**config.mk**
```make
export PLATFORM = sky130hd
export DESIGN_NAME = load_store_unit_flat
export DESIGN_NICKNAME = d
export VERILOG_FILES = /design/src/rtl/load_store_unit_if.sv /design/src/rtl/load_store_unit.sv /design/src/flat_wrapper.sv
export SDC_FILE = /design/constraint.sdc
export NUM_CORES = 1
export LEC_CHECK = 0
export CAP_MARGIN = 20
export CORE_ASPECT_RATIO = 1.2
export CORE_MARGIN = 4
export CORE_UTILIZATION = 40
export CTS_CLUSTER_DIAMETER = 80
export DETAILED_ROUTE_END_ITERATION = 10
export PLACE_DENSITY_LB_ADDON = 0.1
export SLEW_MARGIN = 30
export SYNTH_ARGS = -nofsm -noshare
export SYNTH_HDL_FRONTEND = slang
export SYNTH_SLANG_ARGS = --single-unit
export TNS_END_PERCENT = 10
```
**constraint.sdc**
```tcl
create_clock -name clk -period 3.9 [get_ports clk]
set_input_delay 0.78 -clock clk [delete_from_list [all_inputs] [get_ports clk]]
set_output_delay 0.78 -clock clk [all_outputs]
set_load 0.03 [all_outputs]
```
**src/rtl/load_store_unit_if.sv**
```systemverilog
// Command and memory bus bundle for the load/store unit.
// master = execute stage + memory, slave = the LSU itself.
interface load_store_unit_if #(
  parameter int ADDR_W = 32
);

  logic              start;
  logic              is_store;
  logic [2:0]        funct3;
  logic [ADDR_W-1:0] addr;
  logic [31:0]       wdata;
  logic              busy;
  logic              done;
  logic              err;
  logic [31:0]       rdata;

  logic [ADDR_W-1:0] mem_addr;
  logic              mem_r_enable;
  logic [31:0]       mem_rdata;
  logic [31:0]       mem_wdata;
  logic [3:0]        mem_wmask;

  modport master (
    output start,
    output is_store,
    output funct3,
    output addr,
    output wdata,
    input  busy,
    input  done,
    input  err,
    input  rdata,
    input  mem_addr,
    input  mem_r_enable,
    output mem_rdata,
    input  mem_wdata,
    input  mem_wmask
  );

  modport slave (
    input  start,
    input  is_store,
    input  funct3,
    input  addr,
    input  wdata,
    output busy,
    output done,
    output err,
    output rdata,
    output mem_addr,
    output mem_r_enable,
    input  mem_rdata,
    output mem_wdata,
    output mem_wmask
  );

endinterface

```
**src/rtl/load_store_unit.sv**
```systemverilog
// Load/store unit: one access per command against a
// single-port memory with one-cycle read latency.
module load_store_unit #(
  parameter int ADDR_W = 32
) (
  input logic               clk,
  input logic               reset,
  load_store_unit_if.slave  bus
);

  typedef enum logic [2:0] {
    IDLE,
    RD_REQ,
    RD_DATA,
    WR,
    DONE
  } state_t;

  state_t            state;
  logic [2:0]        f3_q;
  logic [1:0]        off_q;
  logic              busy_q;
  logic              done_q;
  logic              err_q;
  logic [31:0]       rdata_q;
  logic [ADDR_W-1:0] maddr_q;
  logic              ren_q;
  logic [31:0]       mwdata_q;
  logic [3:0]        wmask_q;

  logic              is_b;
  logic              is_h;
  logic              is_w;
  logic              bad_ld;
  logic              bad_st;
  logic              misal;
  logic              reject;
  logic [ADDR_W-1:0] waddr;

  logic [31:0]       st_data;
  logic [3:0]        st_mask;

  logic [7:0]        ld_byte;
  logic [15:0]       ld_half;
  logic [31:0]       ld_val;

  assign bus.busy         = busy_q;
  assign bus.done         = done_q;
  assign bus.err          = err_q;
  assign bus.rdata        = rdata_q;
  assign bus.mem_addr     = maddr_q;
  assign bus.mem_r_enable = ren_q;
  assign bus.mem_wdata    = mwdata_q;
  assign bus.mem_wmask    = wmask_q;

  assign waddr = {bus.addr[ADDR_W-1:2], 2'b00};

  // Classify the incoming command: width, legality, alignment.
  always_comb begin
    is_b   = (bus.funct3[1:0] == 2'b00);
    is_h   = (bus.funct3[1:0] == 2'b01);
    is_w   = (bus.funct3 == 3'b010);
    bad_ld = (bus.funct3 == 3'b011)
          || (bus.funct3 == 3'b110)
          || (bus.funct3 == 3'b111);
    bad_st = (bus.funct3 > 3'b010);
    misal  = (is_h && bus.addr[0])
          || (is_w && (bus.addr[1:0] != 2'b00));
    reject = (bus.is_store ? bad_st : bad_ld)
          || misal;
  end

  // Place store data on its byte lanes and build the mask.
  always_comb begin
    st_data = bus.wdata;
    st_mask = 4'b1111;
    unique case (1'b1)
      is_b: begin
        st_data = {24'd0, bus.wdata[7:0]}
               << {bus.addr[1:0], 3'b000};
        st_mask = 4'b0001 << bus.addr[1:0];
      end
      is_h: begin
        st_data = bus.addr[1]
                ? {bus.wdata[15:0], 16'd0}
                : {16'd0, bus.wdata[15:0]};
        st_mask = bus.addr[1] ? 4'b1100 : 4'b0011;
      end
      default: begin
        st_data = bus.wdata;
        st_mask = 4'b1111;
      end
    endcase
  end

  // Pick the addressed lane from the read word and extend it.
  always_comb begin
    unique case (off_q)
      2'd0:    ld_byte = bus.mem_rdata[7:0];
      2'd1:    ld_byte = bus.mem_rdata[15:8];
      2'd2:    ld_byte = bus.mem_rdata[23:16];
      default: ld_byte = bus.mem_rdata[31:24];
    endcase
    ld_half = off_q[1] ? bus.mem_rdata[31:16]
                       : bus.mem_rdata[15:0];
    unique case (1'b1)
      (f3_q == 3'b000):
        ld_val = {{24{ld_byte[7]}}, ld_byte};
      (f3_q == 3'b100):
        ld_val = {24'd0, ld_byte};
      (f3_q == 3'b001):
        ld_val = {{16{ld_half[15]}}, ld_half};
      (f3_q == 3'b101):
        ld_val = {16'd0, ld_half};
      default:
        ld_val = bus.mem_rdata;
    endcase
  end

  // Control FSM; every output is registered here.
  always_ff @(posedge clk) begin
    if (reset) begin
      state    <= IDLE;
      f3_q     <= 3'd0;
      off_q    <= 2'd0;
      busy_q   <= 1'b0;
      done_q   <= 1'b0;
      err_q    <= 1'b0;
      rdata_q  <= 32'd0;
      maddr_q  <= '0;
      ren_q    <= 1'b0;
      mwdata_q <= 32'd0;
      wmask_q  <= 4'd0;
    end else begin
      done_q   <= 1'b0;
      err_q    <= 1'b0;
      ren_q    <= 1'b0;
      wmask_q  <= 4'd0;
      mwdata_q <= 32'd0;
      unique case (state)
        IDLE: begin
          if (bus.start) begin
            f3_q   <= bus.funct3;
            off_q  <= bus.addr[1:0];
            busy_q <= 1'b1;
            if (reject) begin
              state  <= DONE;
              done_q <= 1'b1;
              err_q  <= 1'b1;
            end else if (bus.is_store) begin
              state    <= WR;
              maddr_q  <= waddr;
              wmask_q  <= st_mask;
              mwdata_q <= st_data;
            end else begin
              state   <= RD_REQ;
              maddr_q <= waddr;
              ren_q   <= 1'b1;
            end
          end
        end
        RD_REQ: begin
          state <= RD_DATA;
        end
        RD_DATA: begin
          rdata_q <= ld_val;
          done_q  <= 1'b1;
          state   <= DONE;
        end
        WR: begin
          done_q <= 1'b1;
          state  <= DONE;
        end
        DONE: begin
          busy_q <= 1'b0;
          state  <= IDLE;
        end
        default: begin
          busy_q <= 1'b0;
          state  <= IDLE;
        end
      endcase
    end
  end

endmodule

```
**src/flat_wrapper.sv**
```systemverilog
// flat-port wrapper written by rule: the top's interface ports become plain ports
module load_store_unit_flat 
#(
  parameter int ADDR_W = 32
)
  (clk, reset, bus_start, bus_is_store, bus_funct3, bus_addr, bus_wdata, bus_busy, bus_done, bus_err, bus_rdata, bus_mem_addr, bus_mem_r_enable, bus_mem_rdata, bus_mem_wdata, bus_mem_wmask);
  load_store_unit_if #(.ADDR_W(ADDR_W)) bus_i ();
  input logic clk;
  input logic reset;
  input wire logic [$bits(bus_i.start)-1:0] bus_start;
  input wire logic [$bits(bus_i.is_store)-1:0] bus_is_store;
  input wire logic [$bits(bus_i.funct3)-1:0] bus_funct3;
  input wire logic [$bits(bus_i.addr)-1:0] bus_addr;
  input wire logic [$bits(bus_i.wdata)-1:0] bus_wdata;
  output wire logic [$bits(bus_i.busy)-1:0] bus_busy;
  output wire logic [$bits(bus_i.done)-1:0] bus_done;
  output wire logic [$bits(bus_i.err)-1:0] bus_err;
  output wire logic [$bits(bus_i.rdata)-1:0] bus_rdata;
  output wire logic [$bits(bus_i.mem_addr)-1:0] bus_mem_addr;
  output wire logic [$bits(bus_i.mem_r_enable)-1:0] bus_mem_r_enable;
  input wire logic [$bits(bus_i.mem_rdata)-1:0] bus_mem_rdata;
  output wire logic [$bits(bus_i.mem_wdata)-1:0] bus_mem_wdata;
  output wire logic [$bits(bus_i.mem_wmask)-1:0] bus_mem_wmask;
  assign bus_i.start = bus_start;
  assign bus_i.is_store = bus_is_store;
  assign bus_i.funct3 = bus_funct3;
  assign bus_i.addr = bus_addr;
  assign bus_i.wdata = bus_wdata;
  assign bus_busy = bus_i.busy;
  assign bus_done = bus_i.done;
  assign bus_err = bus_i.err;
  assign bus_rdata = bus_i.rdata;
  assign bus_mem_addr = bus_i.mem_addr;
  assign bus_mem_r_enable = bus_i.mem_r_enable;
  assign bus_i.mem_rdata = bus_mem_rdata;
  assign bus_mem_wdata = bus_i.mem_wdata;
  assign bus_mem_wmask = bus_i.mem_wmask;
  load_store_unit #(.ADDR_W(ADDR_W)) u_core (.clk(clk), .reset(reset), .bus(bus_i));
endmodule
```
==> Yosys cells after proc, flatten, opt, wreduce, memory -nomap -nowiden <==
Cells that the tools add are included.
{ "totals": {"input_bits": 103, "regBits": 110, "output_inout_bits": 104, "elab_cells": 70} }
{ "classes": {"n_bitwise": 5, "n_mux": 18, "n_reduce_logical": 19, "n_shift": 2, "eq_ne": 14, "order_cmp": 1} }
{ "op_table": {"columns": ["op", "count"], "rows": [
  ["32-bit one-hot mux with 4 select lines", 1],
  ["32-bit one-hot mux with 2 select lines", 1],
  ["32-bit 2-to-1 mux", 1],
  ["8-bit by 5-bit << shifter with 32-bit output", 1],
  ["8-bit one-hot mux with 3 select lines", 1],
  ["16-bit 2-to-1 mux", 1],
  ["3-bit by 2-bit == test with 1-bit output, second input constant", 4],
  ["3-bit == test, second input constant", 4],
  ["3-bit one-hot mux with 3 select lines", 1],
  ["4-bit one-hot mux with 2 select lines", 1],
  ["3-bit by 1-bit == test with 1-bit output, second input constant", 2],
  ["3-bit logical NOT", 2],
  ["3-bit 2-to-1 mux", 2],
  ["1-bit 2-to-1 mux", 5],
  ["1-bit inverter", 5],
  ["5-bit OR reduction", 1],
  ["2-bit by 1-bit == test with 1-bit output, second input constant", 2],
  ["2-bit logical NOT", 2],
  ["1-bit logical OR", 4],
  ["4-bit 2-to-1 mux", 1],
  ["1-bit one-hot mux with 2 select lines", 2],
  ["2-bit AND reduction", 2],
  ["2-bit OR reduction", 2],
  ["4-bit OR reduction", 1],
  ["9 further kinds", 10]
]} }

==> Depth between registers and ports, before layout <==
Gate-level depths: netlist of the first run.
{ "logic_depth": {"ltp_word": 8, "mapped_depth": 7, "mapped_depth_nobuf": 4} }

==> Least setup slack after synthesis of the first run <==
OpenSTA, ideal clock, no wires.
{ "synth_path": {"path_type": "input port to flip-flop", "start": "input port bus_funct3[0]", "end": "register u_core.maddr_q[2], in the netlist u_core.bus.mem_addr[2]", "n_path_buf": 2, "arrival_time_ps": 1917, "stages": 6, "t_required_ps": 3768, "setup_ps": 132, "slack_ps": 1851, "cell_sequence": "buf_2 > a221oi_1 > o21ai_0 > clkbuf_1 > nand2_1 > a21oi_1"} }
{ "synth_between": {"elab_chain_len": 7, "elab_cells_between_ends": 15, "classes_between": "order compare: 1; eq/ne: 5; mux: 1; bitwise: 1; reduce/logical: 7"} }
{ "synth_rtl": {"columns": ["element", "line", "source"], "rows": [
  ["start: declaration", "flat_wrapper.sv:12", "input wire logic [$bits(bus_i.funct3)-1:0] bus_funct3;"],
  ["parallel branches: the longest is 4 deep, another holds 3-bit by 2-bit > comparator with 1-bit output", null, null],
  ["1-bit logical OR (*)", "load_store_unit.sv:70", "|| misal;"],
  ["1-bit inverter (no line) (*)", null, null],
  ["3-bit AND reduction (no line) (*)", null, null],
  ["end signal: assignment", "load_store_unit.sv:152", "maddr_q <= waddr;"],
  ["end signal: assignment", "load_store_unit.sv:157", "maddr_q <= waddr;"],
  ["end: declaration", "load_store_unit.sv:26", "logic [ADDR_W-1:0] maddr_q;"]
]} }
Every way passes the cells marked *.
A chain may end at the register's enable or synchronous reset.

==> Final worst setup path of the first run <==
{ "layout_path": {"start": "input port bus_funct3[0]", "end": "register u_core.maddr_q[14], in the netlist u_core.bus.mem_addr[14]"} }
The elaborated chain is that of the path after synthesis.

==> key figures, run 1 <==
Flow run
  • Max_cap viols: 0

Drt
  • Met2 WL post-DR: a little under 7000 um
  • Uppermost layer routed: met4
  • Pre-antenna DRT Iters: 5
  • Metal1 wirelength: slightly above 5000 um
  • Final wirelength: around 14000 um
  • Drt initial violations: 224
  • Wire length per cell: 16.9 um
  • Vias/cell: 5.35
  • Vias: 4446
  • Met3 WL: roughly 1600 um
  • Antenna Nets Post-Route: 0
  • Residual DRC: 0

Critical path
  • Startpoint types: primary input
  • Critical-path cell list: clkdlybuf4s50_1 > a221oi_1 > o21a_1 > buf_4 > nand2_1 > a21oi_1
  • Slowest Stage Delay on Critical Path: 0.62 ns
  • CP endpoint kind: flip-flop
  • Crit path kind: in -> reg
  • Required time of the critical path: 4.17 ns
  • CP max FO: 20
  • CP max-delay cell: a221oi_1
  • CP bufs+invs: 2
  • Worst path arrival time: about 3 ns
  • Top delay family on crit path: compound AO/OA/AOI/OAI gates

Outcome
  • Status: completed

Timing
  • Fmax: approximately 370 MHz
  • Final hold violations: 0
  • Final setup vio count: 0
  • TNS Setup: 0 ns
  • Clk_skew: 0.00935 ns
  • Worst rel slew slack: 0.358
  • Final slew viol count: 0
  • RSZ-0062 raised after global routing: no
  • Final period util: 0.697
  • Minimum clock period: 2.72 ns
  • Slew @ Worst Pin: 0.958 ns

Finish
  • Share of cells above drive strength 1: 0.0670
  • Most common cell after layout, fill and taps aside: clkdlybuf4s50_1
  • Fin area: 6780 um^2
  • Nets@finish: 800
  • Post-layout util: 0.641
  • Antenna diodes: 0
  • Layout Area Growth over Synthesis: 55.3%
  • Commonest non-fill, non-tap cells in the layout: 203 x clkdlybuf4s50_1, 110 x dfxtp_1, 97 x nand2_1
  • Fill count: 930
  • Fin cells: 831

Pwr
  • Pleak: between 2 and 2.5 nW
  • Max VDD drop: ~240 uV
  • Pwr per Cell Area: approximately 380 nW/um^2
  • Total power: 2.55 mW

Floorplan
  • CORE AREA: 10600 um^2
  • Initial core utilization: 0.413
  • Row cnt: 41
  • Die ar.: 12700 um^2
  • I/O Pins: 207
  • Die height: approximately 120 um
  • Die X: between 100 and 150 um

Clocking
  • CTS Hold Bufs: 0
  • Worst-path clk slew: 0.07 ns
  • Root Driver: clkbuf_16
  • H-tree depth: 3
  • CTS max path bufs: 2
  • Clk Latency, worst-skew pair: between 0.3 and 0.4 ns
  • Clk sink count: 110
  • Num CTS Buffers: 9
  • CTS tree: done
  • Number of setup buffers added after CTS: 0
  • Post-CTS sizing: 0

Global route
  • All-Layer GR Usage: 0.218
  • Grt total ovfl: 0
  • Antenna violations before repair: 0
  • Vias in the first global route: ~4400
  • Global-route wire length before repair: roughly 21000 um
  • Largest net degree at the start of global routing: 71

Placed design
  • DP Area: 6470 um^2
  • Post-DP HPWL: ~10000 um
  • DP Cell Count: 815
  • GPL Wtd Cong: 0.868
  • PortBufs: 204

Synth
  • Mean Syn Cell Area: 8.49 um^2
  • Unique masters post-synth: 38
  • Syn Std Cell Area: 4360 um^2
  • Yosys Warn Count: 0
  • Sequential-to-total area share from yosys stat: 0.505
  • Syn Inst Count: roughly 500
  • Post-synthesis register bit count: 110

Min path
  • Hold Path Class: reg -> reg
[layer usage]
metal / GRT usage / up-vias
met4: 0.104 / 0
li1: - / 2159
met5: 0 / -
met3: 0.0847 / 33
met2: 0.354 / 201
met1: 0.249 / 2053
[final timing paths]
kind / from / to / slack (ns) / cells after the start
max: bus_funct3[0] / u_core.bus.mem_addr[14]$_SDFFE_PP0P_ / 1.18 / 6
min: u_core.bus.mem_addr[10]$_SDFFE_PP0P_ / u_core.bus.mem_addr[10]$_SDFFE_PP0P_ / 0.45 / 2
max reg2reg: u_core.f3_q[1]$_SDFFE_PP0N_ / u_core.bus.rdata[19]$_SDFFE_PP0P_ / 1.57 / 3
min reg2reg: u_core.bus.mem_addr[10]$_SDFFE_PP0P_ / u_core.bus.mem_addr[10]$_SDFFE_PP0P_ / 0.45 / 2
[state kept, by name, indices dropped and copies added, names as in the netlist]
register	flops
u_core.bus.busy	1
u_core.bus.done	1
u_core.bus.mem_wdata	32
u_core.state	3
u_core.bus.mem_r_enable	1
u_core.bus.err	1
u_core.bus.rdata	32
u_core.f3_q	3
u_core.off_q	2
u_core.bus.mem_addr	30
u_core.bus.mem_wmask	4
[stage by stage]
| step | hold WS [ns] | setup slack (ns) |
|---|---|---|
| 2_1_floorplan | 0.459 | 1.85 |
| 3_3_place_gp | 0.442 | 0.852 |
| 3_5_place_dp | 0.445 | 0.813 |
| 4_1_cts | 0.457 | 1.20 |
| 5_1_grt | 0.477 | 1.02 |
| 6_report | 0.455 | 1.18 |
[final cells by class]
cell class	instances	area, um^2	share of cell area
sequential	110	2200	0.325
clock buffer	9	225	0.0332
timing repair buffer	212	2100	0.309
multi-input combinational	361	2000	0.295
clock inverter	7	78.8	0.0116
tap	129	161	0.0238
inverter	3	11.3	0.00166
[power breakdown]
group	total (mW)	internal [mW]	switching [mW]	leakage [nW]
Clock	0.940	0.506	0.434	0.144
Sequential	1.19	1.16	0.0318	0.891
Combinational	0.420	0.206	0.214	1.41
[kinds of logic (layout without fill, tap and decap cells)]
family / count (synthesis) / count (layout) / share of synthesized area
AOI/OAI and AO/OA: 139 / 139 / 0.206
DFF: 110 / 110 / 0.505
other: 1 / 2 / 0.000859
and+or+nand+nor: 211 / 211 / 0.223
muxes: 9 / 9 / 0.0227
buffers and inverters: 44 / 231 / 0.0424
[synth_stat cells, drive strengths merged]
| master | instances | area share |
|---|---|---|
| a21oi | 52 | 0.060 |
| inv | 3 | 0.0026 |
| nor2 | 52 | 0.045 |
| a31oi | 9 | 0.013 |
| a2111oi | 1 | 0.0063 |
| a222oi | 8 | 0.018 |
| buf | 15 | 0.017 |
| a21o | 3 | 0.0052 |
| nand3 | 1 | 0.0023 |
| mux2 | 7 | 0.018 |
| o21ai | 27 | 0.031 |
| o22ai | 2 | 0.0029 |
| dfxtp | 110 | 0.50 |
| and2 | 8 | 0.011 |
| o211ai | 1 | 0.0017 |
| mux2i | 2 | 0.0046 |
| a22oi | 16 | 0.028 |
| o21a | 2 | 0.0034 |
| clkbuf | 26 | 0.022 |
| nand3b | 9 | 0.015 |
| nor2b | 2 | 0.0029 |
| nor4 | 3 | 0.0043 |
| nor3b | 3 | 0.0063 |
| nor4b | 1 | 0.0054 |
| or4 | 1 | 0.0017 |
| and3 | 16 | 0.023 |
| o221a | 7 | 0.018 |
| o32ai | 1 | 0.0020 |
| nor3 | 13 | 0.015 |
| conb | 1 | 0.00086 |
| nand2 | 97 | 0.083 |
| a221oi | 1 | 0.0020 |
| nand2b | 5 | 0.0072 |
| a211oi | 9 | 0.015 |
[worst register-to-register path, cell delays in order, from the launching register on]
cell	delay, ns
dfxtp_1	0.94
nor4_1	0.15
o211ai_1	0.82
o21ai_0	0.24
No activity file was read; power rests on OpenSTA's default activity.
==> run 2: changes to the inputs <==
==> constraint.sdc (replaced) <==
create_clock -name clk -period 2.6 [get_ports clk]
set_input_delay 0.52 -clock clk [delete_from_list [all_inputs] [get_ports clk]]
set_output_delay 0.52 -clock clk [all_outputs]
set_load 0.03 [all_outputs]
==> key figures, run 2 (synthesized netlist as in run 1, its figures left out) <==
Outcome
  • Status: completed

Finish
  • Register area: 2200 um^2 (unchanged)
  • Nets@finish: 814 (+1.8%)
  • Most common cell after layout, fill and taps aside: clkdlybuf4s50_1
  • Share of cells above drive strength 1: 0.0797 (+0.0128)
  • Layout Area Growth over Synthesis: 57.5%
  • Post-layout util: 0.650 (+0.00900)
  • Antenna diodes: 0 (unchanged)
  • Fill count: 923 (-0.75%)
  • Fin area: 6870 um^2 (+1.4%)
  • Commonest non-fill, non-tap cells in the layout: 203 x clkdlybuf4s50_1, 110 x dfxtp_1, 97 x nand2_1
  • Area occupied by multi-input gates: 2010 um^2 (+0.25%)

Pwr
  • Internal power: 2.81 mW (+50%)
  • Pleak: 2.52 nW (+2.8%)
  • Max VDD drop: 407 uV (+68%)
  • P_sw: 0.975 mW (+43%)
  • Logic gate share of total power: 0.172 (+0.007)
  • Pwr per Cell Area: 551 nW/um^2 (+46%)
  • Share of total power in sequential cells: 0.470 (+0.003)
  • Clk network pwr share: 0.358 (-0.011)
  • Net Sw Frac: 0.258 (-0.00913)

Clocking
  • Root Driver: clkbuf_16
  • Worst-path clk slew: 0.07 ns (about the same)
  • Num CTS Buffers: 9 (unchanged)
  • H-tree depth: 3 (unchanged)
  • CTS tree: done
  • Number of setup buffers added after CTS: 0 (unchanged)
  • Clk Latency, worst-skew pair: 0.34 ns (about the same)
  • CTS Hold Bufs: 0 (unchanged)
  • Clk sink count: 110 (unchanged)
  • CTS max path bufs: 2 (unchanged)
  • Post-CTS sizing: 0 (unchanged)

Timing
  • Final slew viol count: 0 (unchanged)
  • Smallest hold slack: 0.453 ns (-0.00137 ns)
  • RSZ-0062 raised after global routing: no
  • TNS Setup: 0 ns (unchanged)
  • Minimum clock period: about 2.1 ns
  • Worst rel slew slack: 0.467 (+0.109)
  • Final hold violations: 0 (unchanged)
  • Final period util: 0.821
  • Clk_skew: 0.00737 ns (-0.00198 ns)
  • Final setup vio count: 0 (unchanged)
  • Slew @ Worst Pin: 0.796 ns (-0.162 ns)
  • Fmax: 468 MHz

Floorplan
  • Die height: 122 um (unchanged)
  • Row cnt: 41 (unchanged)
  • CORE AREA: 10600 um^2 (unchanged)
  • I/O Pins: 207 (unchanged)
  • Die ar.: 12700 um^2 (unchanged)
  • Die X: 103 um (unchanged)
  • Initial core utilization: 0.413 (unchanged)

Drt
  • Drt initial violations: 171 (-24%)
  • Final wirelength: 13900 um (-1.2%)
  • Residual DRC: 0 (unchanged)
  • Antenna Nets Post-Route: 0 (unchanged)
  • Vias: 4428 (-0.40%)
  • Vias/cell: 5.25 (-1.9%)
  • Pre-antenna DRT Iters: 5 (unchanged)
  • Wire length per cell: 16.5 um (-2.7%)

Min path
  • Hold Path Class: reg -> reg

Global route
  • Largest net degree at the start of global routing: 40 (-44%)
  • Antenna violations before repair: 0 (unchanged)
  • Grt total ovfl: 0 (unchanged)
  • Vias in the first global route: 4295 (-2.6%)
  • All-Layer GR Usage: 0.215 (-0.00327)
  • Global-route wire length before repair: 21300 um (-0.71%)

Critical path
  • Worst path arrival time: 2.40 ns (-0.59 ns)
  • Crit path kind: in -> reg
  • Required time of the critical path: 2.87 ns (-1.30 ns)
  • Startpoint types: primary input
  • CP max FO: 20 (unchanged)
  • CP endpoint kind: flip-flop

Placed design
  • GPL Wtd Cong: 0.875 (+0.84%)
  • PortBufs: 204 (unchanged)
  • DP Area: 6580 um^2 (+1.7%)
  • Post-DP HPWL: 10600 um (+2.8%)

Flow run
  • Max_cap viols: 0 (unchanged)
## run 2: critical path, stage by stage
cell and delay (ns):
clkdlybuf4s50_1 0.50, a221oi_1 0.53, buf_4 0.21, o21a_1 0.16, buf_4 0.25, nand2_1 0.10
a21oi_1 0.13
## run 2: final cells by class
class                           instances  area share
Sequential cell                       110       0.320
Multi-Input combinational cell        361       0.292
Inverter                                3     0.00164
Clock buffer                           11      0.0339
Clock inverter                          4     0.00819
Tap cell                              129      0.0235
Timing Repair Buffer                  226       0.320
## run 2: power groups by stage
stage	Combinational [mW]	Clock (mW)	Sequential (mW)
floorplan	0.233	0	1.90
global placement	0.641	0	1.82
detailed placement	0.650	0	1.82
CTS	0.654	1.38	1.78
global route	0.701	1.45	1.79
finish	0.653	1.35	1.78
## run 2: worst paths after layout
check                                    endpoint  slack [ns]                                 start  depth (start not counted)
min reg2reg  u_core.bus.mem_addr[31]$_SDFFE_PP0P_        0.45  u_core.bus.mem_addr[31]$_SDFFE_PP0P_                          2
max          u_core.bus.mem_addr[20]$_SDFFE_PP0P_        0.46                         bus_funct3[0]                          7
max reg2reg      u_core.bus.rdata[2]$_SDFFE_PP0P_        0.71           u_core.f3_q[0]$_SDFFE_PP0N_                          4
min          u_core.bus.mem_addr[31]$_SDFFE_PP0P_        0.45  u_core.bus.mem_addr[31]$_SDFFE_PP0P_                          2
## run 2: per-layer routing
layer,vias up,wire [um],global-route usage
met1,2037,5290,0.247
met4,0,248,0.0664
li1,2194,-,-
met5,-,0,0
met3,18,1500,0.0875
met2,179,6870,0.362
## run 2: per-stage QoR
| stage | total power [mW] | worst slack [ns] | instances |
|---|---|---|---|
| finish | 3.79 | 0.464 | 844 |
| global route | 3.94 | 0.269 | 844 |
| CTS | 3.82 | 0.432 | 844 |
| detailed placement | 2.47 | 0.0779 | 829 |
| global placement | 2.46 | 0.0100 | 829 |
| floorplan | 2.13 | 0.811 | 515 |
==> run 3: changes to the inputs <==
--- a/config.mk
+++ b/config.mk
@@ -8,7 +8,7 @@
 export CAP_MARGIN = 20
 export CORE_ASPECT_RATIO = 1.2
 export CORE_MARGIN = 4
-export CORE_UTILIZATION = 40
+export CORE_UTILIZATION = 37
 export CTS_CLUSTER_DIAMETER = 80
 export DETAILED_ROUTE_END_ITERATION = 10
 export PLACE_DENSITY_LB_ADDON = 0.1
==> constraint.sdc (replaced) <==
create_clock -name clk -period 1.75 [get_ports clk]
set_input_delay 0.35 -clock clk [delete_from_list [all_inputs] [get_ports clk]]
set_output_delay 0.35 -clock clk [all_outputs]
set_load 0.03 [all_outputs]
==> key figures, run 3 (synthesized netlist as in run 1, its figures left out) <==
Critical path
  • Top delay family on crit path: buffers and inverters
  • Worst path arrival time: 1.37 ns (-1.03 ns)
  • CP max-delay cell: clkdlybuf4s50_1
  • Worst Reg-to-Reg Cells: 5 (+1)
  • CP bufs+invs: 1 (-2)
  • CP max FO: 2 (-90%)
  • Critical-path cell list: clkdlybuf4s50_1
  • Crit path kind: reg -> out
  • FF-to-FF End: u_core.bus.rdata[3]$_SDFFE_PP0P_
  • Startpoint types: flip-flop
  • Worst reg2reg setup slack: 0.16 ns (-0.55 ns)
  • FF-to-FF Start: u_core.f3_q[0]$_SDFFE_PP0N_
  • Slowest Stage Delay on Critical Path: 0.68 ns (+0.15 ns)
  • Required time of the critical path: 1.40 ns (-1.47 ns)
  • CP endpoint kind: primary output

Min path
  • Hold Path Cell Cnt: 4 (+2)
  • Hold_sp: reset
  • Hold Path Class: in -> reg
  • Hold Path Sink: u_core.bus.rdata[7]$_SDFFE_PP0P_

Global route
  • All-Layer GR Usage: 0.197 (-0.0181)
  • Antenna violations before repair: 0 (unchanged)
  • Grt total ovfl: 0 (unchanged)
  • Vias in the first global route: 4431 (+3.2%)
  • Global-route wire length before repair: 21700 um (+2.1%)
  • Largest net degree at the start of global routing: 41 (+2.5%)

Placed design
  • Post-DP HPWL: 10300 um (-3.0%)
  • GPL Wtd Cong: 0.848 (-3.2%)
  • Pre-CTS setup slack: -0.207 ns (-0.285 ns)
  • DP Area: 6780 um^2 (+3.1%)
  • PortBufs: 204 (unchanged)

Timing
  • Clk_skew: 0.00560 ns (-0.00177 ns)
  • Worst rel slew slack: 0.601 (+0.134)
  • Setup ws final: 0.0276 ns (-0.437 ns)
  • Fmax: 581 MHz
  • Final slew viol count: 0 (unchanged)
  • Final period util: 0.984
  • RSZ-0062 raised after global routing: no
  • Final setup vio count: 0 (unchanged)
  • TNS Setup: 0 ns (unchanged)
  • Minimum clock period: 1.72 ns
  • Final hold violations: 0 (unchanged)
  • Smallest hold slack: 0.346 ns (-0.108 ns)
  • Slew @ Worst Pin: 0.595 ns (-0.201 ns)

Pwr
  • Pwr per Cell Area: 788 nW/um^2 (+43%)
  • Pleak: 3.12 nW (+24%)
  • Max VDD drop: 459 uV (+13%)
  • Total power: 5.63 mW (+49%)

Drt
  • Vias: 4481 (+1.2%)
  • Vias/cell: 5.02 (-4.2%)
  • Drt initial violations: 204 (+19%)
  • Wire length per cell: 15.6 um (-5.5%)
  • Residual DRC: 0 (unchanged)
  • Antenna Nets Post-Route: 0 (unchanged)
  • Final wirelength: 13900 um (-0.16%)
  • Pre-antenna DRT Iters: 5 (unchanged)

Outcome
  • Status: completed

Clocking
  • Worst-path clk slew: 0.07 ns (about the same)
  • CTS tree: done
  • Num CTS Buffers: 9 (unchanged)
  • Number of setup buffers added after CTS: 0 (unchanged)
  • H-tree depth: 3 (unchanged)
  • Clk Latency, worst-skew pair: 0.35 ns (about the same)
  • CTS max path bufs: 2 (unchanged)
  • Root Driver: clkbuf_16
  • Post-CTS sizing: 1 (+1)
  • Clk sink count: 110 (unchanged)
  • CTS Hold Bufs: 0 (unchanged)

Floorplan
  • I/O Pins: 207 (unchanged)
  • Initial core utilization: 0.377 (-0.0357)
  • Die X: 107 um (+3.7%)
  • Die ar.: 13600 um^2 (+7.5%)
  • Die height: 127 um (+3.7%)
  • Row cnt: 43 (+4.9%)
  • CORE AREA: 11600 um^2 (+9.5%)

Finish
  • Share of cells above drive strength 1: 0.105 (+0.0250)
  • Layout Area Growth over Synthesis: 63.7%
  • Area occupied by multi-input gates: 1990 um^2 (-0.75%)
  • Commonest non-fill, non-tap cells in the layout: 174 x clkdlybuf4s50_1, 110 x dfxtp_1, 97 x nand2_1
  • Register area: 2200 um^2 (unchanged)
  • Most common cell after layout, fill and taps aside: clkdlybuf4s50_1
  • Fill count: 1015 (+10%)
  • Nets@finish: 833 (+2.3%)
  • Antenna diodes: 0 (unchanged)
  • Fin area: 7140 um^2 (+3.9%)

Flow run
  • Max_cap viols: 0 (unchanged)
## run 3: changes by cell type in the layout (fill, tap and decap cells not counted), sizes merged, moves of 2 or more
cell,change
dlymetal6s2s,+28
clkdlybuf4s50,-29
clkinvlp,+2
buf,+19
## run 3: worst max path at each step
stage / to / start / depth (start not counted)
6_report: bus_mem_addr[27] / u_core.bus.mem_addr[27]$_SDFFE_PP0P_ / 1
3_3_place_gp: u_core.bus.mem_wdata[6]$_SDFF_PP0_ / bus_start / 6
3_5_place_dp: u_core.bus.mem_addr[13]$_SDFFE_PP0P_ / bus_start / 7
5_1_grt: bus_mem_addr[21] / u_core.bus.mem_addr[21]$_SDFFE_PP0P_ / 1
2_1_floorplan: u_core.bus.mem_addr[2]$_SDFFE_PP0P_ / bus_funct3[0] / 6
4_1_cts: bus_busy / u_core.bus.busy$_SDFFE_PP0P_ / 1
## run 3: cell type report
| class | instances | share of cell area |
|---|---|---|
| clock inverters | 5 | 0.00613 |
| clock buffers | 11 | 0.0340 |
| multi-input cells | 361 | 0.279 |
| well taps | 157 | 0.0275 |
| repair buffers | 245 | 0.344 |
| inverters | 3 | 0.00158 |
| flip-flops and latches | 110 | 0.308 |
## run 3: power breakdown
group          internal [mW]  total [mW]  switching, mW  leakage [nW]
Combinational          0.510        1.02          0.512          2.09
Sequential              2.58        2.63         0.0481         0.891
Clock                   1.02        1.98          0.954         0.134
Total                   4.11        5.63           1.51          3.12
## run 3: layer usage
metal	vias up	wire, um	GRT usage
li1	2227	-	-
met1	2065	5600	0.227
met2	164	6820	0.344
met3	25	1190	0.0662
met4	0	270	0.0602
met5	-	0	0
## run 3: metrics by stage
step	util	instances
final	0.618	892
after global routing	0.618	892
after CTS	0.611	892
after detailed placement	0.586	876
after global placement	0.586	876
after floorplan	-	515
